==> config.mk <==
export PLATFORM = sky130hd
export DESIGN_NAME = seq_divider16_flat
export DESIGN_NICKNAME = d
export VERILOG_FILES = /design/src/rtl/seq_divider16_if.sv /design/src/rtl/seq_divider16.sv /design/src/flat_wrapper.sv
export SDC_FILE = /design/constraint.sdc
export NUM_CORES = 1
export LEC_CHECK = 0
export BUFFER_PORTS_ARGS = -buffer_cell sky130_fd_sc_hd__buf_4
export CORE_ASPECT_RATIO = 0.75
export CORE_MARGIN = 2
export CORE_UTILIZATION = 57
export CTS_CLUSTER_DIAMETER = 60
export DETAILED_ROUTE_END_ITERATION = 8
export PLACE_DENSITY = 0.79
export SYNTH_ARGS = -nofsm -noshare
export SYNTH_HDL_FRONTEND = slang
export SYNTH_SLANG_ARGS = --single-unit
==> constraint.sdc <==
create_clock -name clk -period 3.8 [get_ports clk]
set_input_delay 0.57 -clock clk [delete_from_list [all_inputs] [get_ports clk]]
set_output_delay 0.57 -clock clk [all_outputs]
set_load 0.005 [all_outputs]
==> src/rtl/seq_divider16_if.sv <==
// Start/busy/done handshake and operand/result bus for the sequential divider.
// The master drives the request and operands; the slave returns status and results.
interface seq_divider16_if #(
    parameter int unsigned WIDTH = 16
);
    logic             start;
    logic [WIDTH-1:0] dividend;
    logic [WIDTH-1:0] divisor;
    logic             busy;
    logic             done;
    logic [WIDTH-1:0] quotient;
    logic [WIDTH-1:0] remainder;
    logic             div_by_zero;

    modport master (
        output start, dividend, divisor,
        input  busy, done, quotient, remainder, div_by_zero
    );

    modport slave (
        input  start, dividend, divisor,
        output busy, done, quotient, remainder, div_by_zero
    );
endinterface

==> src/rtl/seq_divider16.sv <==
// Iterative unsigned restoring divider: one quotient bit per clock.
// A zero divisor skips iteration and reports saturated quotient plus div_by_zero.
module seq_divider16 #(
    parameter int unsigned WIDTH = 16
) (
    input  logic            clk,
    input  logic            rst_n,
    seq_divider16_if.slave  bus
);
    localparam int unsigned CNT_W = $clog2(WIDTH);
    localparam int unsigned EXT_W = WIDTH + 1;

    typedef enum logic [1:0] {
        ST_IDLE = 2'd0,
        ST_RUN  = 2'd1,
        ST_DONE = 2'd2
    } state_e;

    state_e           state_q, state_d;
    logic [WIDTH-1:0] div_q, div_d;
    logic [WIDTH-1:0] rem_q, rem_d;
    logic [WIDTH-1:0] quo_q, quo_d;
    logic [CNT_W-1:0] cnt_q, cnt_d;
    logic [WIDTH-1:0] quotient_q, quotient_d;
    logic [WIDTH-1:0] remainder_q, remainder_d;
    logic             dbz_q, dbz_d;
    logic             busy_q, busy_d;
    logic             done_q, done_d;

    logic [EXT_W-1:0] shifted_c;
    logic [EXT_W-1:0] trial_c;
    logic             fits_c;
    logic [WIDTH-1:0] rem_step_c;
    logic [WIDTH-1:0] quo_step_c;

    // One restoring step: shift in the next dividend bit and try subtracting the divisor.
    always_comb begin
        shifted_c  = {rem_q, quo_q[WIDTH-1]};
        trial_c    = shifted_c + ~{1'b0, div_q} + EXT_W'(1);
        fits_c     = ~trial_c[WIDTH];
        rem_step_c = fits_c ? trial_c[WIDTH-1:0] : shifted_c[WIDTH-1:0];
        quo_step_c = {quo_q[WIDTH-2:0], fits_c};
    end

    always_ff @(posedge clk or negedge rst_n) begin
        if (!rst_n) begin
            state_q     <= ST_IDLE;
            div_q       <= '0;
            rem_q       <= '0;
            quo_q       <= '0;
            cnt_q       <= '0;
            quotient_q  <= '0;
            remainder_q <= '0;
            dbz_q       <= 1'b0;
            busy_q      <= 1'b0;
            done_q      <= 1'b0;
        end else begin
            state_q     <= state_d;
            div_q       <= div_d;
            rem_q       <= rem_d;
            quo_q       <= quo_d;
            cnt_q       <= cnt_d;
            quotient_q  <= quotient_d;
            remainder_q <= remainder_d;
            dbz_q       <= dbz_d;
            busy_q      <= busy_d;
            done_q      <= done_d;
        end
    end

    // Next-state and datapath control; results only move on the completing edge.
    always_comb begin
        state_d     = state_q;
        div_d       = div_q;
        rem_d       = rem_q;
        quo_d       = quo_q;
        cnt_d       = cnt_q;
        quotient_d  = quotient_q;
        remainder_d = remainder_q;
        dbz_d       = dbz_q;

        unique case (state_q)
            ST_IDLE, ST_DONE: begin
                state_d = ST_IDLE;
                if (bus.start) begin
                    if (bus.divisor != '0) begin
                        state_d = ST_RUN;
                        div_d   = bus.divisor;
                        rem_d   = '0;
                        quo_d   = bus.dividend;
                        cnt_d   = '0;
                        dbz_d   = 1'b0;
                    end else begin
                        state_d     = ST_DONE;
                        quotient_d  = '1;
                        remainder_d = bus.dividend;
                        dbz_d       = 1'b1;
                    end
                end
            end
            ST_RUN: begin
                rem_d = rem_step_c;
                quo_d = quo_step_c;
                cnt_d = cnt_q + CNT_W'(1);
                if (cnt_q == CNT_W'(WIDTH - 1)) begin
                    state_d     = ST_DONE;
                    quotient_d  = quo_step_c;
                    remainder_d = rem_step_c;
                end
            end
            default: state_d = ST_IDLE;
        endcase

        busy_d = (state_d == ST_RUN);
        done_d = (state_d == ST_DONE);
    end

    assign bus.busy        = busy_q;
    assign bus.done        = done_q;
    assign bus.quotient    = quotient_q;
    assign bus.remainder   = remainder_q;
    assign bus.div_by_zero = dbz_q;
endmodule

==> src/flat_wrapper.sv <==
// flat-port wrapper written by rule: the top's interface ports become plain ports
module seq_divider16_flat 
#(
    parameter int unsigned WIDTH = 16
)
  (clk, rst_n, bus_start, bus_dividend, bus_divisor, bus_busy, bus_done, bus_quotient, bus_remainder, bus_div_by_zero);
  seq_divider16_if #(.WIDTH(WIDTH)) bus_i ();
  input  logic clk;
  input  logic rst_n;
  input wire logic [$bits(bus_i.start)-1:0] bus_start;
  input wire logic [$bits(bus_i.dividend)-1:0] bus_dividend;
  input wire logic [$bits(bus_i.divisor)-1:0] bus_divisor;
  output wire logic [$bits(bus_i.busy)-1:0] bus_busy;
  output wire logic [$bits(bus_i.done)-1:0] bus_done;
  output wire logic [$bits(bus_i.quotient)-1:0] bus_quotient;
  output wire logic [$bits(bus_i.remainder)-1:0] bus_remainder;
  output wire logic [$bits(bus_i.div_by_zero)-1:0] bus_div_by_zero;
  assign bus_i.start = bus_start;
  assign bus_i.dividend = bus_dividend;
  assign bus_i.divisor = bus_divisor;
  assign bus_busy = bus_i.busy;
  assign bus_done = bus_i.done;
  assign bus_quotient = bus_i.quotient;
  assign bus_remainder = bus_i.remainder;
  assign bus_div_by_zero = bus_i.div_by_zero;
  seq_divider16 #(.WIDTH(WIDTH)) u_core (.clk(clk), .rst_n(rst_n), .bus(bus_i));
endmodule
Word-level counts from Yosys, hierarchy flattened:

Index checks and enable logic that the tools add are counted.

* bits of input ports: 35
* word-level logic and storage cells: 55
* output and inout bits: 35
* register bits: 89

* bitwise operators: 2
* $add $sub $neg: 3
* reductions and logical operators: 8
* muxes and demuxes: 23
* equal/unequal tests: 9

Operators with widths (count)
* $mux W16: 11
* $pmux W16 S2: 4
* $add A17 B1 Y17 const B: 1
* $add A17 B17 Y17: 1
* $not A16 Y17: 1
* $reduce_bool A16 Y1: 1
* $mux W4: 2
* $pmux W4 S2: 1
* $mux W2: 3
* $reduce_and A3 Y1: 2
* $add A4 B1 Y4 const B: 1
* $eq A2 B1 Y1 const B: 2
* $eq A2 B2 Y1 const B: 2
* $eq A4 B4 Y1 const B: 1
* $ne A2 B1 Y1 const B: 2
* $ne A2 B2 Y1 const B: 2
* $pmux W2 S2: 1
* $reduce_and A4 Y1: 1
* $logic_not A2 Y1: 1
* $reduce_and A2 Y1: 1
* $reduce_bool A2 Y1: 1
* $reduce_or A2 Y1: 1
* $mux W1: 1
* $not A1 Y1: 1

Longest topological paths before layout:

Gate-level depths: netlist (run 1).

* depth in word-level cells: 6
* gate-level depth with buffers: 12

Least setup slack after synthesis (run 1):

No wires, ideal clock.

* path kind: register -> register
* start point: register u_core.quo_q[15]
* end point: register u_core.remainder_q[0], in the netlist u_core.bus.remainder[0]
* slack: 1155 ps
* data arrival time: 2562 ps
* stages on the path, launching flop included: 12
* required time: 3717 ps
* buffers on the path: 0
* path through: dfrtp_1 -> inv_1 -> ha_1 -> inv_1 -> fa_1 -> a211oi_2 -> o211ai_2 -> a21oi_2 -> o21ai_4 -> xnor2_2 -> mux2_2 -> o22ai_1

* word-level cells in the longest chain between the ends: 5

Ends and longest elaborated chain
* start, declared: line seq_divider16.sv:22 `logic [WIDTH-1:0] quo_q, quo_d;`
* start signal, assigned: line seq_divider16.sv:61 `quo_q <= quo_d;`
* $add A17 B17 Y17: line seq_divider16.sv:39 `trial_c = shifted_c + ~{1'b0, div_q} + EXT_W'(1);`
* $add A17 B1 Y17: line seq_divider16.sv:39
* $mux W16 *: line seq_divider16.sv:41 `rem_step_c = fits_c ? trial_c[WIDTH-1:0] : shifted_c[WIDTH-1:0];`
* $mux W16 *: line seq_divider16.sv:105 `if (cnt_q == CNT_W'(WIDTH - 1)) begin`
* $pmux W16 S2 *: line seq_divider16.sv:82 `unique case (state_q)`
* end signal, assigned: line seq_divider16.sv:64 `remainder_q <= remainder_d;`
* end, declared: line seq_divider16.sv:25 `logic [WIDTH-1:0] remainder_q, remainder_d;`

Every way passes the cells marked *; elsewhere a longest branch is shown, timed or not. The select of a mux whose other input is x is not followed.
A chain may end at the register's enable or synchronous reset.

Worst setup path in the final report (run 1):

* start point: register u_core.quo_q[15]
* end point: register u_core.rem_q[14]

* word-level cells in the longest chain between the ends: 4

Ends and longest elaborated chain
* $add A17 B17 Y17: line seq_divider16.sv:39
* $add A17 B1 Y17: line seq_divider16.sv:39
* $mux W16: line seq_divider16.sv:41
* $pmux W16 S2: line seq_divider16.sv:82
* end signal, assigned: line seq_divider16.sv:60 `rem_q <= rem_d;`
* end, declared: line seq_divider16.sv:21 `logic [WIDTH-1:0] rem_q, rem_d;`

Every way passes these cells.

==> results.sh, run 1 <==
export IMPL_outcome="completed"
export IMPL_clk_latency_ns=0.35
export IMPL_initial_core_util_pct=58.15
export IMPL_fin_skew_ns=0.01099
export IMPL_max_slew_margin_pct=23.76
export IMPL_ys_ff_latch=89
export IMPL_synth_fa_ha_area_share_pct=5.123
export IMPL_grt_start_max_net_pins=71
export IMPL_critical_path_max_fanout=17
export IMPL_ys_seq_area_share_pct=49.02
export IMPL_grt_overflow=0
export IMPL_pwr_share_clk_pct=10.2
export IMPL_nNetsFinal=617
export IMPL_p_per_area_nw_per_um2=1072
export IMPL_grtUsageMet1_pct=37.42
export IMPL_synth_simple_area_share_pct=16.97
export IMPL_gp_congestion=0.8411
export IMPL_crit_path_end_kind="flop"
export IMPL_num_vias=3941
export IMPL_hold_buffers=0
export IMPL_p_leak_uw=0.002380
export IMPL_finish_utilization_pct=67.78
export IMPL_root_buffer="clkbuf_8"
export IMPL_io_pins=70
export IMPL_drive_above_1_share_pct=17.57
export IMPL_report_final_slew_viol_count=0
export IMPL_portBuffers=69
export IMPL_hold_viol_final=0
export IMPL_synthXorXnorAreaFrac_pct=3.085
export IMPL_yosysWarnings=0
export IMPL_grt_total_usage_pct=26.76
export IMPL_cp_start_kind="flop"
export IMPL_row_count=28
export IMPL_cts_sinks=89
export IMPL_crit_top_cell="inv_1"
export IMPL_slowest_delay_ns=0.54
export IMPL_grt_pass1_vias=3804
export IMPL_power_frac_seq_pct=29.9
export IMPL_postCtsSetupRepairBufs=0
export IMPL_syn_inst=505
export IMPL_drtIter0Drc=277
export IMPL_chipHeight_um=81.32
export IMPL_synth_ff_type="dfrtp_1"
export IMPL_syn_area_um2=4543
export IMPL_synthArstFlopShare_pct=100.0
export IMPL_p_sw_uw=2625
export IMPL_rsz0062_at_grt="no"
export IMPL_cts_resized=0
export IMPL_ir_worst_vdd_uv=560.7
export IMPL_fillers=640
export IMPL_synth_compound_area_share_pct=19.28
export IMPL_top_usage_layer="met2"
export IMPL_switching_share_pct=46.24
export IMPL_worst_slew_pin_slew_ns=1.144
export IMPL_htreeDepth=3
export IMPL_antenna_found_initial=0
export IMPL_use_met3_pct=5.297
export IMPL_whs_ns=0.3216
export IMPL_crit_type="flop to flop"
export IMPL_cts_tree="yes"
export IMPL_cts_made_buffers=9
export IMPL_clock_path_buffers=2
export IMPL_clk_pin_slew_ns=0.09
export IMPL_fmax_mhz=310.8
export IMPL_ant_nets=0
export IMPL_synthTopCellsByArea="dfrtp_1 49%, nand2_1 6.8%, a21oi_1 4.7%"
export IMPL_antenna_cells=0
export IMPL_grt_pass1_wl_mm=18.21
export IMPL_arrival_ns=3.45
export IMPL_setup_tns_ns=0
export IMPL_setup_viol=0
export IMPL_synth_top_family_by_area="compound AO/OA/AOI/OAI gates"
export IMPL_crit_required_ns=4.04
export IMPL_syn_nets=558
export IMPL_coreArea_um2=7812
export IMPL_crit_path_cell_trace="inv_1, ha_1, inv_1, fa_1, a211oi_2, o211ai_2, a21oi_2, o21ai_4, xor2_4, nor2_1, a221o_1"
export IMPL_fp_dieArea_um2=8708
export IMPL_hpwl_mm=7.866
export IMPL_drtPass1Iterations=5
export IMPL_wl_per_cell_um=16.33
export IMPL_use_met2_pct=41.71
export IMPL_syn_area_per_cell_um2=8.996
export IMPL_synth_cell_types=50
export IMPL_fp_dieW_um=107.1
export IMPL_syn2layout_area_growth_pct=16.55
export IMPL_drv_cap=0
export IMPL_p_comb_share_pct=60.0
export IMPL_fin_crit_sh_pct=84.67
export IMPL_synth_top_area_cell="dfrtp_1"
export IMPL_period_minus_slack_ns=3.217
export IMPL_drt_wl_total_mm=11.01
export IMPL_p_int_uw=3052
export IMPL_hold_path_class="primary input to asynchronous set/reset pin"
export IMPL_slowest_stage="xor2_4"
export IMPL_synth_top_area_share_pct=49.02
export IMPL_synth_edf_count=0
export IMPL_synth_mux_area_share_pct=2.231
export IMPL_vias_per_cell=5.847
export IMPL_route_detailed_drc=0
==> stage by stage <==
stage               std cells  power, µW  setup slack (ns)  instance area [µm²]
floorplan                 505       4159             1.155                 4543
global placement          658       4933            0.7389                 5130
detailed placement        658       5075            0.6266                 5130
CTS                       674       5662            0.6128                 5295
global route              674       6176            0.3886                 5295
finish                    674       5678            0.5825                 5295
==> kinds of logic (layout without fill, tap and decap cells) <==
| kind of cell | Yosys count | count (layout) |
|---|---|---|
| AOI/OAI and AO/OA | 146 | 146 |
| xor gates and xnor gates | 13 | 13 |
| adders and majority gates | 18 | 18 |
| buffers and inverters | 49 | 113 |
| DFF | 89 | 89 |
| muxes | 10 | 10 |
| and+or+nand+nor | 180 | 180 |
==> cell usage in the layout, fill, tap and decap left out, types with 2 or more instances in the layout <==
| cell | count |
|---|---|
| nand2_1 | 82 |
| dfrtp_1 | 89 |
| nor4_1 | 4 |
| a211oi_2 | 2 |
| inv_1 | 22 |
| o21a_1 | 4 |
| a211oi_1 | 2 |
| a31oi_1 | 22 |
| nand3_1 | 14 |
| clkbuf_8 | 9 |
| o22ai_1 | 5 |
| xnor2_1 | 6 |
| a21oi_1 | 43 |
| and2_1 | 2 |
| o21ai_0 | 33 |
| o211ai_1 | 3 |
| and3_1 | 4 |
| or3_1 | 4 |
| clkinvlp_4 | 4 |
| ha_1 | 17 |
| nand4_1 | 5 |
| clkbuf_1 | 3 |
| mux2i_1 | 9 |
| nand2b_1 | 3 |
| buf_4 | 75 |
| o21ai_1 | 15 |
| a21o_1 | 5 |
| nor2b_1 | 2 |
| nor3_1 | 3 |
| xor2_1 | 5 |
| nor2_1 | 53 |
==> power by group through the flow <==
| stage | Sequential, µW | Combinational, µW | Clock (µW) |
|---|---|---|---|
| after floorplan | 1640 | 2520 | 0 |
| after global placement | 1690 | 3240 | 0 |
| after detailed placement | 1710 | 3370 | 0 |
| after CTS | 1690 | 3380 | 587 |
| after global routing | 1750 | 3800 | 625 |
| final | 1700 | 3400 | 577 |
==> path summary, 6_finish.rpt <==
path                                           from                        to  slack [ns]  cells past startpoint
setup / recovery                   u_core.quo_q[15]          u_core.rem_q[14]        0.58                     11
hold / removal                                rst_n   u_core.bus.quotient[13]        0.32                      1
setup reg to reg                   u_core.quo_q[15]          u_core.rem_q[14]        0.58                     11
hold reg to reg            u_core.bus.remainder[14]  u_core.bus.remainder[14]        0.52                      1
max in group asynchronous                     rst_n           u_core.div_q[6]        2.67                      2
min in group clk                     bus_divisor[4]           u_core.div_q[4]        0.43                      3
==> Yosys cell counts, types with 4 or more instances <==
| library cell | number |
|---|---|
| inv_1 | 22 |
| xor2_1 | 5 |
| nand2b_1 | 4 |
| mux2i_1 | 9 |
| or3_1 | 4 |
| a21oi_1 | 43 |
| nand3_1 | 14 |
| a31oi_1 | 22 |
| o21ai_0 | 33 |
| o21ai_1 | 15 |
| clkbuf_1 | 20 |
| dfrtp_1 | 89 |
| nand2_1 | 82 |
| ha_1 | 17 |
| and3_1 | 4 |
| nor4_1 | 4 |
| nor2_1 | 53 |
| xnor2_1 | 6 |
| o21a_1 | 4 |
| o22ai_1 | 5 |
| nand4_1 | 5 |
| a21o_1 | 5 |
==> state kept, by name, summed over array words and instances (netlist names) <==
| name | cells |
|---|---|
| u_core.bus.done | 1 |
| u_core.state_q | 2 |
| u_core.bus.busy | 1 |
| u_core.rem_q | 16 |
| u_core.bus.quotient | 16 |
| u_core.quo_q | 16 |
| u_core.div_q | 16 |
| u_core.cnt_q | 4 |
| u_core.bus.div_by_zero | 1 |
| u_core.bus.remainder | 16 |
==> per-layer routing <==
metal / vias up / part of all wire, %
met3: 21 / 5.8
met1: 1907 / 46
met4: 0 / 2.0
met2: 136 / 46
li1: 1877 / -
met5: - / 0
==> layout make-up <==
type	instances	area, µm²	share of cell area, %
inverter	22	82.58	1.560
multi-input combinational	367	2126	40.15
sequential	89	2227	42.06
timing repair buffer	75	563.0	10.63
clock buffer	12	135.1	2.552
clock inverter	4	30.03	0.5671
tap	105	131.4	2.481
==> worst max-delay path: cells and delay by family (launching register included) <==
kind / cells / cell delay (ns)
AND/OR/NAND/NOR: 1 / 0.15
AO/OA/AOI/OAI: 5 / 1.28
XOR/XNOR: 1 / 0.54
adder cells (fa/ha/maj): 2 / 0.61
buffers and inverters: 2 / 0.13
flip-flops: 1 / 0.39
Note: power is estimated with default switching activity, not from simulation.
==> run 2, diff against run 1 <==
--- a/config.mk
+++ b/config.mk
@@ -8,10 +8,10 @@
 export BUFFER_PORTS_ARGS = -buffer_cell sky130_fd_sc_hd__buf_4
 export CORE_ASPECT_RATIO = 0.75
 export CORE_MARGIN = 2
-export CORE_UTILIZATION = 57
+export CORE_UTILIZATION = 51
 export CTS_CLUSTER_DIAMETER = 60
 export DETAILED_ROUTE_END_ITERATION = 8
-export PLACE_DENSITY = 0.79
+export PLACE_DENSITY = 0.75
 export SYNTH_ARGS = -nofsm -noshare
 export SYNTH_HDL_FRONTEND = slang
 export SYNTH_SLANG_ARGS = --single-unit
==> constraint.sdc (replaced) <==
create_clock -name clk -period 2.9 [get_ports clk]
set_input_delay 0.435 -clock clk [delete_from_list [all_inputs] [get_ports clk]]
set_output_delay 0.435 -clock clk [all_outputs]
set_load 0.005 [all_outputs]
==> run 2 against run 1 <==
The flow now finishes with violations (design-rule violations). Maximum frequency up 14%. Register-to-register slack worse by 0.50 ns. First-iteration DRC count up 30%. Non-clock buffer count up 13. Worst setup slack worse by 0.50 ns. Count of clock-buffer cells in the layout unchanged. Largest cell class unchanged.
==> results.sh, run 2 (same netlist as run 1, synthesis figures left out) <==
export IMPL_report_final_slew_viol_count=0
export IMPL_setup_tns_ns=0
export IMPL_crit_type="flop to flop"
export IMPL_timing_rr_start="u_core.quo_q[15]"
export IMPL_wl_per_cell_um=17.05
export IMPL_clk_pin_slew_ns=0.07
export IMPL_chipHeight_um=85.74
export IMPL_drt_wl_total_mm=11.75
export IMPL_fp_dieArea_um2=9687
export IMPL_fillers=684
export IMPL_worst_slew_pin_slew_ns=0.7037
export IMPL_critical_path_max_fanout=7
export IMPL_max_slew_margin_pct=53.04
export IMPL_regArea_um2=2227
export IMPL_period_minus_slack_ns=2.817
export IMPL_timing_rr_end="u_core.bus.remainder[4]"
export IMPL_row_count=29
export IMPL_worst_r2r_cell_count=12
export IMPL_hold_path_class="primary input to asynchronous set/reset pin"
export IMPL_rrSetupSlack_ns=0.08
export IMPL_grt_pass1_vias=3803
export IMPL_antenna_cells=0
export IMPL_htreeDepth=3
export IMPL_drive_above_1_share_pct=21.17
export IMPL_crit_path_end_kind="flop"
export IMPL_cts_sinks=89
export IMPL_coreArea_um2=8563
export IMPL_portBuffers=69
export IMPL_cts_made_buffers=9
export IMPL_fin_ws_ns=0.08282
export IMPL_drv_cap=0
export IMPL_p_per_area_nw_per_um2=1558
export IMPL_cts_tree="yes"
export IMPL_drtPass1Iterations=7
export IMPL_layout_common_cells="89 x dfrtp_1, 86 x buf_4, 82 x nand2_1"
export IMPL_root_buffer="clkbuf_16"
export IMPL_violations="design-rule violations"
export IMPL_arrival_ns=3.03
export IMPL_fmax_mhz=355.0
export IMPL_crit_required_ns=3.12
export IMPL_num_vias=4022
export IMPL_ant_nets=0
export IMPL_fin_skew_ns=0.009312
export IMPL_setup_viol=0
export IMPL_route_detailed_drc=3
export IMPL_drtIter0Drc=360
export IMPL_post_place_ws_ns=0.06490
export IMPL_grt_overflow=0
export IMPL_grt_start_max_net_pins=49
export IMPL_ir_worst_vdd_uv=652.0
export IMPL_antenna_found_initial=0
export IMPL_outcome="finished, violations left"
export IMPL_clk_latency_ns=0.35
export IMPL_rsz0062_at_grt="no"
export IMPL_hold_viol_final=0
export IMPL_grt_total_usage_pct=24.77
export IMPL_gp_congestion=0.8580
export IMPL_grt_pass1_wl_mm=18.66
export IMPL_p_leak_uw=0.002526
export IMPL_fp_dieW_um=113.0
export IMPL_layout_commonest_cell="dfrtp_1"
export IMPL_clock_path_buffers=2
export IMPL_whs_ns=0.07035
export IMPL_nNetsFinal=630
export IMPL_syn2layout_area_growth_pct=24.04
export IMPL_cp_start_kind="flop"
export IMPL_hpwl_mm=8.363
export IMPL_multi_input_area_um2=2202
export IMPL_io_pins=70
export IMPL_initial_core_util_pct=53.05
export IMPL_fin_crit_sh_pct=97.14
export IMPL_vias_per_cell=5.837
[run 2: area by class of cell]
| cell class | instances | share of cell area [%] |
|---|---|---|
| Timing Repair Buffer | 88 | 12.01 |
| Sequential cell | 89 | 39.52 |
| Multi-Input combinational cell | 367 | 39.08 |
| Tap cell | 108 | 2.398 |
| Clock buffer | 12 | 4.374 |
| Clock inverter | 3 | 1.155 |
| Inverter | 22 | 1.465 |
[run 2: metrics by stage]
step	util, %	std cells	area, µm²	total power (µW)
2_1_floorplan	-	505	4543	5449
3_3_place_gp	60.89	670	5214	6749
3_5_place_dp	60.89	670	5214	6921
4_1_cts	64.52	685	5525	8201
5_1_grt	65.81	689	5635	9404
6_report	65.81	689	5635	8780
[run 2: per-layer routing]
layer	vias up	global-route usage (%)	wire length [µm]
met4	0	7.539	154
met5	-	0	0
met3	12	6.007	663
li1	1913	-	-
met2	131	38.94	5662
met1	1966	34.47	5266
[run 2: timing repair]
item,4_1_cts,5_1_grt
setup buffers,0,4
gates resized for setup,0,16
endpoints found under the setup margin,0,25
hold buffers,0,0
[run 2: report_power, final]
part / internal, µW / switching [µW]
clock: 773 / 477
sequential: 1840 / 401
combinational: 2390 / 2900
total: 5010 / 3770
[run 2: worst max path at each step]
stage | slack, ns | to | start | cells after the start
final | 0.08 | u_core.bus.remainder[4] | u_core.quo_q[15] | 12
after global routing | 0.007 | u_core.bus.remainder[4] | u_core.quo_q[15] | 12
after global placement | 0.15 | u_core.rem_q[1] | u_core.quo_q[15] | 11
after floorplan | 0.26 | u_core.bus.remainder[0] | u_core.quo_q[15] | 11
after detailed placement | 0.06 | u_core.bus.remainder[0] | u_core.quo_q[15] | 11
after CTS | 0.009 | u_core.bus.remainder[4] | u_core.quo_q[15] | 12
[run 2: worst max-delay path, stage by stage, from the launching register on]
cell,delay (ns)
dfrtp_1,0.38
inv_2,0.06
ha_2,0.17
inv_1,0.06
fa_2,0.37
a211oi_2,0.30
o211ai_2,0.14
a21oi_2,0.25
o21ai_4,0.12
xor2_4,0.29
buf_12,0.19
mux2i_4,0.25
o22ai_1,0.10
==> run 3, diff against run 2 <==
--- a/config.mk
+++ b/config.mk
@@ -5,9 +5,8 @@
 export SDC_FILE = /design/constraint.sdc
 export NUM_CORES = 1
 export LEC_CHECK = 0
-export BUFFER_PORTS_ARGS = -buffer_cell sky130_fd_sc_hd__buf_4
+export BUFFER_PORTS_ARGS = -buffer_cell sky130_fd_sc_hd__buf_2
 export CORE_ASPECT_RATIO = 0.75
-export CORE_MARGIN = 2
 export CORE_UTILIZATION = 51
 export CTS_CLUSTER_DIAMETER = 60
 export DETAILED_ROUTE_END_ITERATION = 8
==> run 3 against run 2 <==
The run still ends with design-rule violations left. Critical path depth stayed put. Utilization is 3.1 points lower. Clock power is 15% lower. Die area is 4.1% lower. Sequential share of layout area is 1.9 points higher. Worst setup slack better by 0.041 ns. First-iteration DRC count is 20% lower. Combinational power is 8.5% lower. Critical endpoint is now u_core.bus.remainder[5]. Largest cell class unchanged.
==> results.sh, run 3 (same netlist as run 1, synthesis figures left out) <==
export IMPL_outcome="finished, violations left"
export IMPL_violations="design-rule violations"
export IMPL_io_pins=70
export IMPL_drtIter0Drc=288
export IMPL_timing_rr_start="u_core.quo_q[15]"
export IMPL_worstSetupEndpoint="u_core.bus.remainder[5]"
export IMPL_ir_worst_vdd_uv=728.5
export IMPL_met2_length_mm=5.363
export IMPL_vias_per_cell=5.731
export IMPL_antenna_found_initial=0
export IMPL_rrSetupSlack_ns=0.12
export IMPL_slowest_delay_ns=0.38
export IMPL_arrival_ns=2.98
export IMPL_cts_tree="yes"
export IMPL_chipHeight_um=83.74
export IMPL_layout_commonest_cell="dfrtp_1"
export IMPL_cts_sinks=89
export IMPL_nNetsFinal=629
export IMPL_fillers=762
export IMPL_setup_tns_ns=0
export IMPL_p_leak_uw=0.002436
export IMPL_grt_total_usage_pct=25.21
export IMPL_report_final_slew_viol_count=0
export IMPL_layout_common_cells="89 x dfrtp_1, 82 x nand2_1, 68 x buf_2"
export IMPL_max_slew_margin_pct=49.00
export IMPL_hold_viol_final=0
export IMPL_cp_startpoint="u_core.quo_q[15]"
export IMPL_cp_depth=12
export IMPL_gp_congestion=0.8531
export IMPL_grt_pass1_wl_mm=18.14
export IMPL_hold_path_class="primary input to asynchronous set/reset pin"
export IMPL_crit_required_ns=3.11
export IMPL_setup_viol=0
export IMPL_root_buffer="clkbuf_16"
export IMPL_row_count=29
export IMPL_antenna_cells=0
export IMPL_coreArea_um2=8563
export IMPL_crit_type="flop to flop"
export IMPL_hpwl_mm=8.241
export IMPL_num_vias=3937
export IMPL_grt_pass1_vias=3758
export IMPL_htreeDepth=3
export IMPL_fp_dieArea_um2=9293
export IMPL_grt_overflow=0
export IMPL_p_sw_uw=3598
export IMPL_wl_met3_um=600
export IMPL_period_minus_slack_ns=2.777
export IMPL_p_comb_share_pct=59.6
export IMPL_cp_start_kind="flop"
export IMPL_drive_above_1_share_pct=20.21
export IMPL_fin_skew_ns=0.005046
export IMPL_crit_path_end_kind="flop"
export IMPL_cts_made_buffers=9
export IMPL_critical_path_max_fanout=7
export IMPL_wl_per_cell_um=16.24
export IMPL_syn2layout_area_growth_pct=18.23
export IMPL_crit_top_cell="inv_1"
export IMPL_cpLargestDelayFamily="compound AO/OA/AOI/OAI gates"
export IMPL_slowest_stage="dfrtp_1"
export IMPL_timing_rr_end="u_core.bus.remainder[5]"
export IMPL_drv_cap=0
export IMPL_drt_wl_total_mm=11.16
export IMPL_drtPass1Iterations=7
export IMPL_portBuffers=69
export IMPL_cp_num_buf_inv=3
export IMPL_p_per_area_nw_per_um2=1513
export IMPL_worst_slew_pin_slew_ns=0.7650
export IMPL_routed_top_layer="met4"
export IMPL_clk_pin_slew_ns=0.06
export IMPL_fin_crit_sh_pct=95.75
export IMPL_p_int_uw=4528
export IMPL_route_detailed_drc=4
export IMPL_worst_r2r_cell_count=12
export IMPL_wl_met1_mm=5.079
export IMPL_pwr_share_clk_pct=13.1
export IMPL_grt_start_max_net_pins=56
export IMPL_clk_latency_ns=0.34
export IMPL_ant_nets=0
export IMPL_crit_path_cell_trace="inv_1, ha_1, inv_1, fa_2, a211oi_2, o211ai_2, a21oi_4, o21ai_4, xor2_4, buf_8, mux2i_1, o22ai_1"
export IMPL_fmax_mhz=360.2
export IMPL_fp_dieW_um=111.0
export IMPL_switching_share_pct=44.28
export IMPL_clock_path_buffers=2
export IMPL_p_total_uw=8127
export IMPL_hold_buffers=0
export IMPL_initial_core_util_pct=53.05
export IMPL_power_frac_seq_pct=27.3
export IMPL_rsz0062_at_grt="yes"
[run 3: cell count changes in the layout (fill, tap and decap cells not counted), moves of 2 or more]
| cell | delta |
|---|---|
| mux2i_4 | -3 |
| bufinv_16 | -2 |
| buf_2 | +68 |
| mux2i_1 | +4 |
| clkbuf_1 | -2 |
| buf_4 | -68 |
[run 3: per-stage QoR]
step / utilization (%) / hold WS (ns) / setup slack, ns / area, µm² / instances
2_1_floorplan: - / 0.1394 / 0.2554 / 4543 / 505
3_3_place_gp: 58.84 / 0.4691 / 0.1526 / 5039 / 671
3_5_place_dp: 58.84 / 0.4682 / 0.03556 / 5039 / 671
4_1_cts: 62.00 / 0.1488 / 0.01975 / 5309 / 685
5_1_grt: 62.73 / 0.1872 / -0.05178 / 5371 / 687
6_report: 62.73 / 0.1396 / 0.1234 / 5371 / 687
[run 3: what timing repair did]
| action | in CTS | in global routing |
|---|---|---|
| endpoints found under the setup margin | 0 | 25 |
| resized for setup | 0 | 9 |
| buffers inserted | 0 | 2 |
[run 3: final cells by class]
| type | instances | area (µm²) | share of cell area [%] |
|---|---|---|---|
| sequential | 89 | 2227 | 41.46 |
| inverter | 22 | 82.58 | 1.537 |
| tap | 108 | 135.1 | 2.516 |
| clock inverter | 3 | 17.52 | 0.3261 |
| multi-input combinational | 367 | 2166 | 40.32 |
| timing repair buffer | 87 | 490.5 | 9.131 |
| clock buffer | 11 | 252.7 | 4.705 |
[run 3: metal layers]
metal / vias up / GRT usage (%)
li1: 1901 / -
met1: 1911 / 33.60
met2: 112 / 41.57
met3: 13 / 6.391
met4: 0 / 5.604
met5: - / 0
[run 3: worst min path at each step]
stage / depth (start not counted) / start / slack (ns) / end
6_report: 1 / rst_n / 0.14 / u_core.rem_q[11]
5_1_grt: 1 / rst_n / 0.19 / u_core.bus.remainder[15]
4_1_cts: 1 / rst_n / 0.15 / u_core.rem_q[11]
3_5_place_dp: 1 / u_core.bus.div_by_zero / 0.47 / u_core.bus.div_by_zero
3_3_place_gp: 2 / u_core.div_q[0] / 0.47 / u_core.div_q[0]
2_1_floorplan: 0 / rst_n / 0.14 / u_core.bus.busy
[run 3: power groups by stage]
stage	sequential (µW)	combinational [µW]	clock, µW
floorplan	2140	3310	0
global placement	2210	4350	0
detailed placement	2220	4520	0
CTS	2210	4540	1090
global route	2280	5380	1140
finish	2220	4840	1060
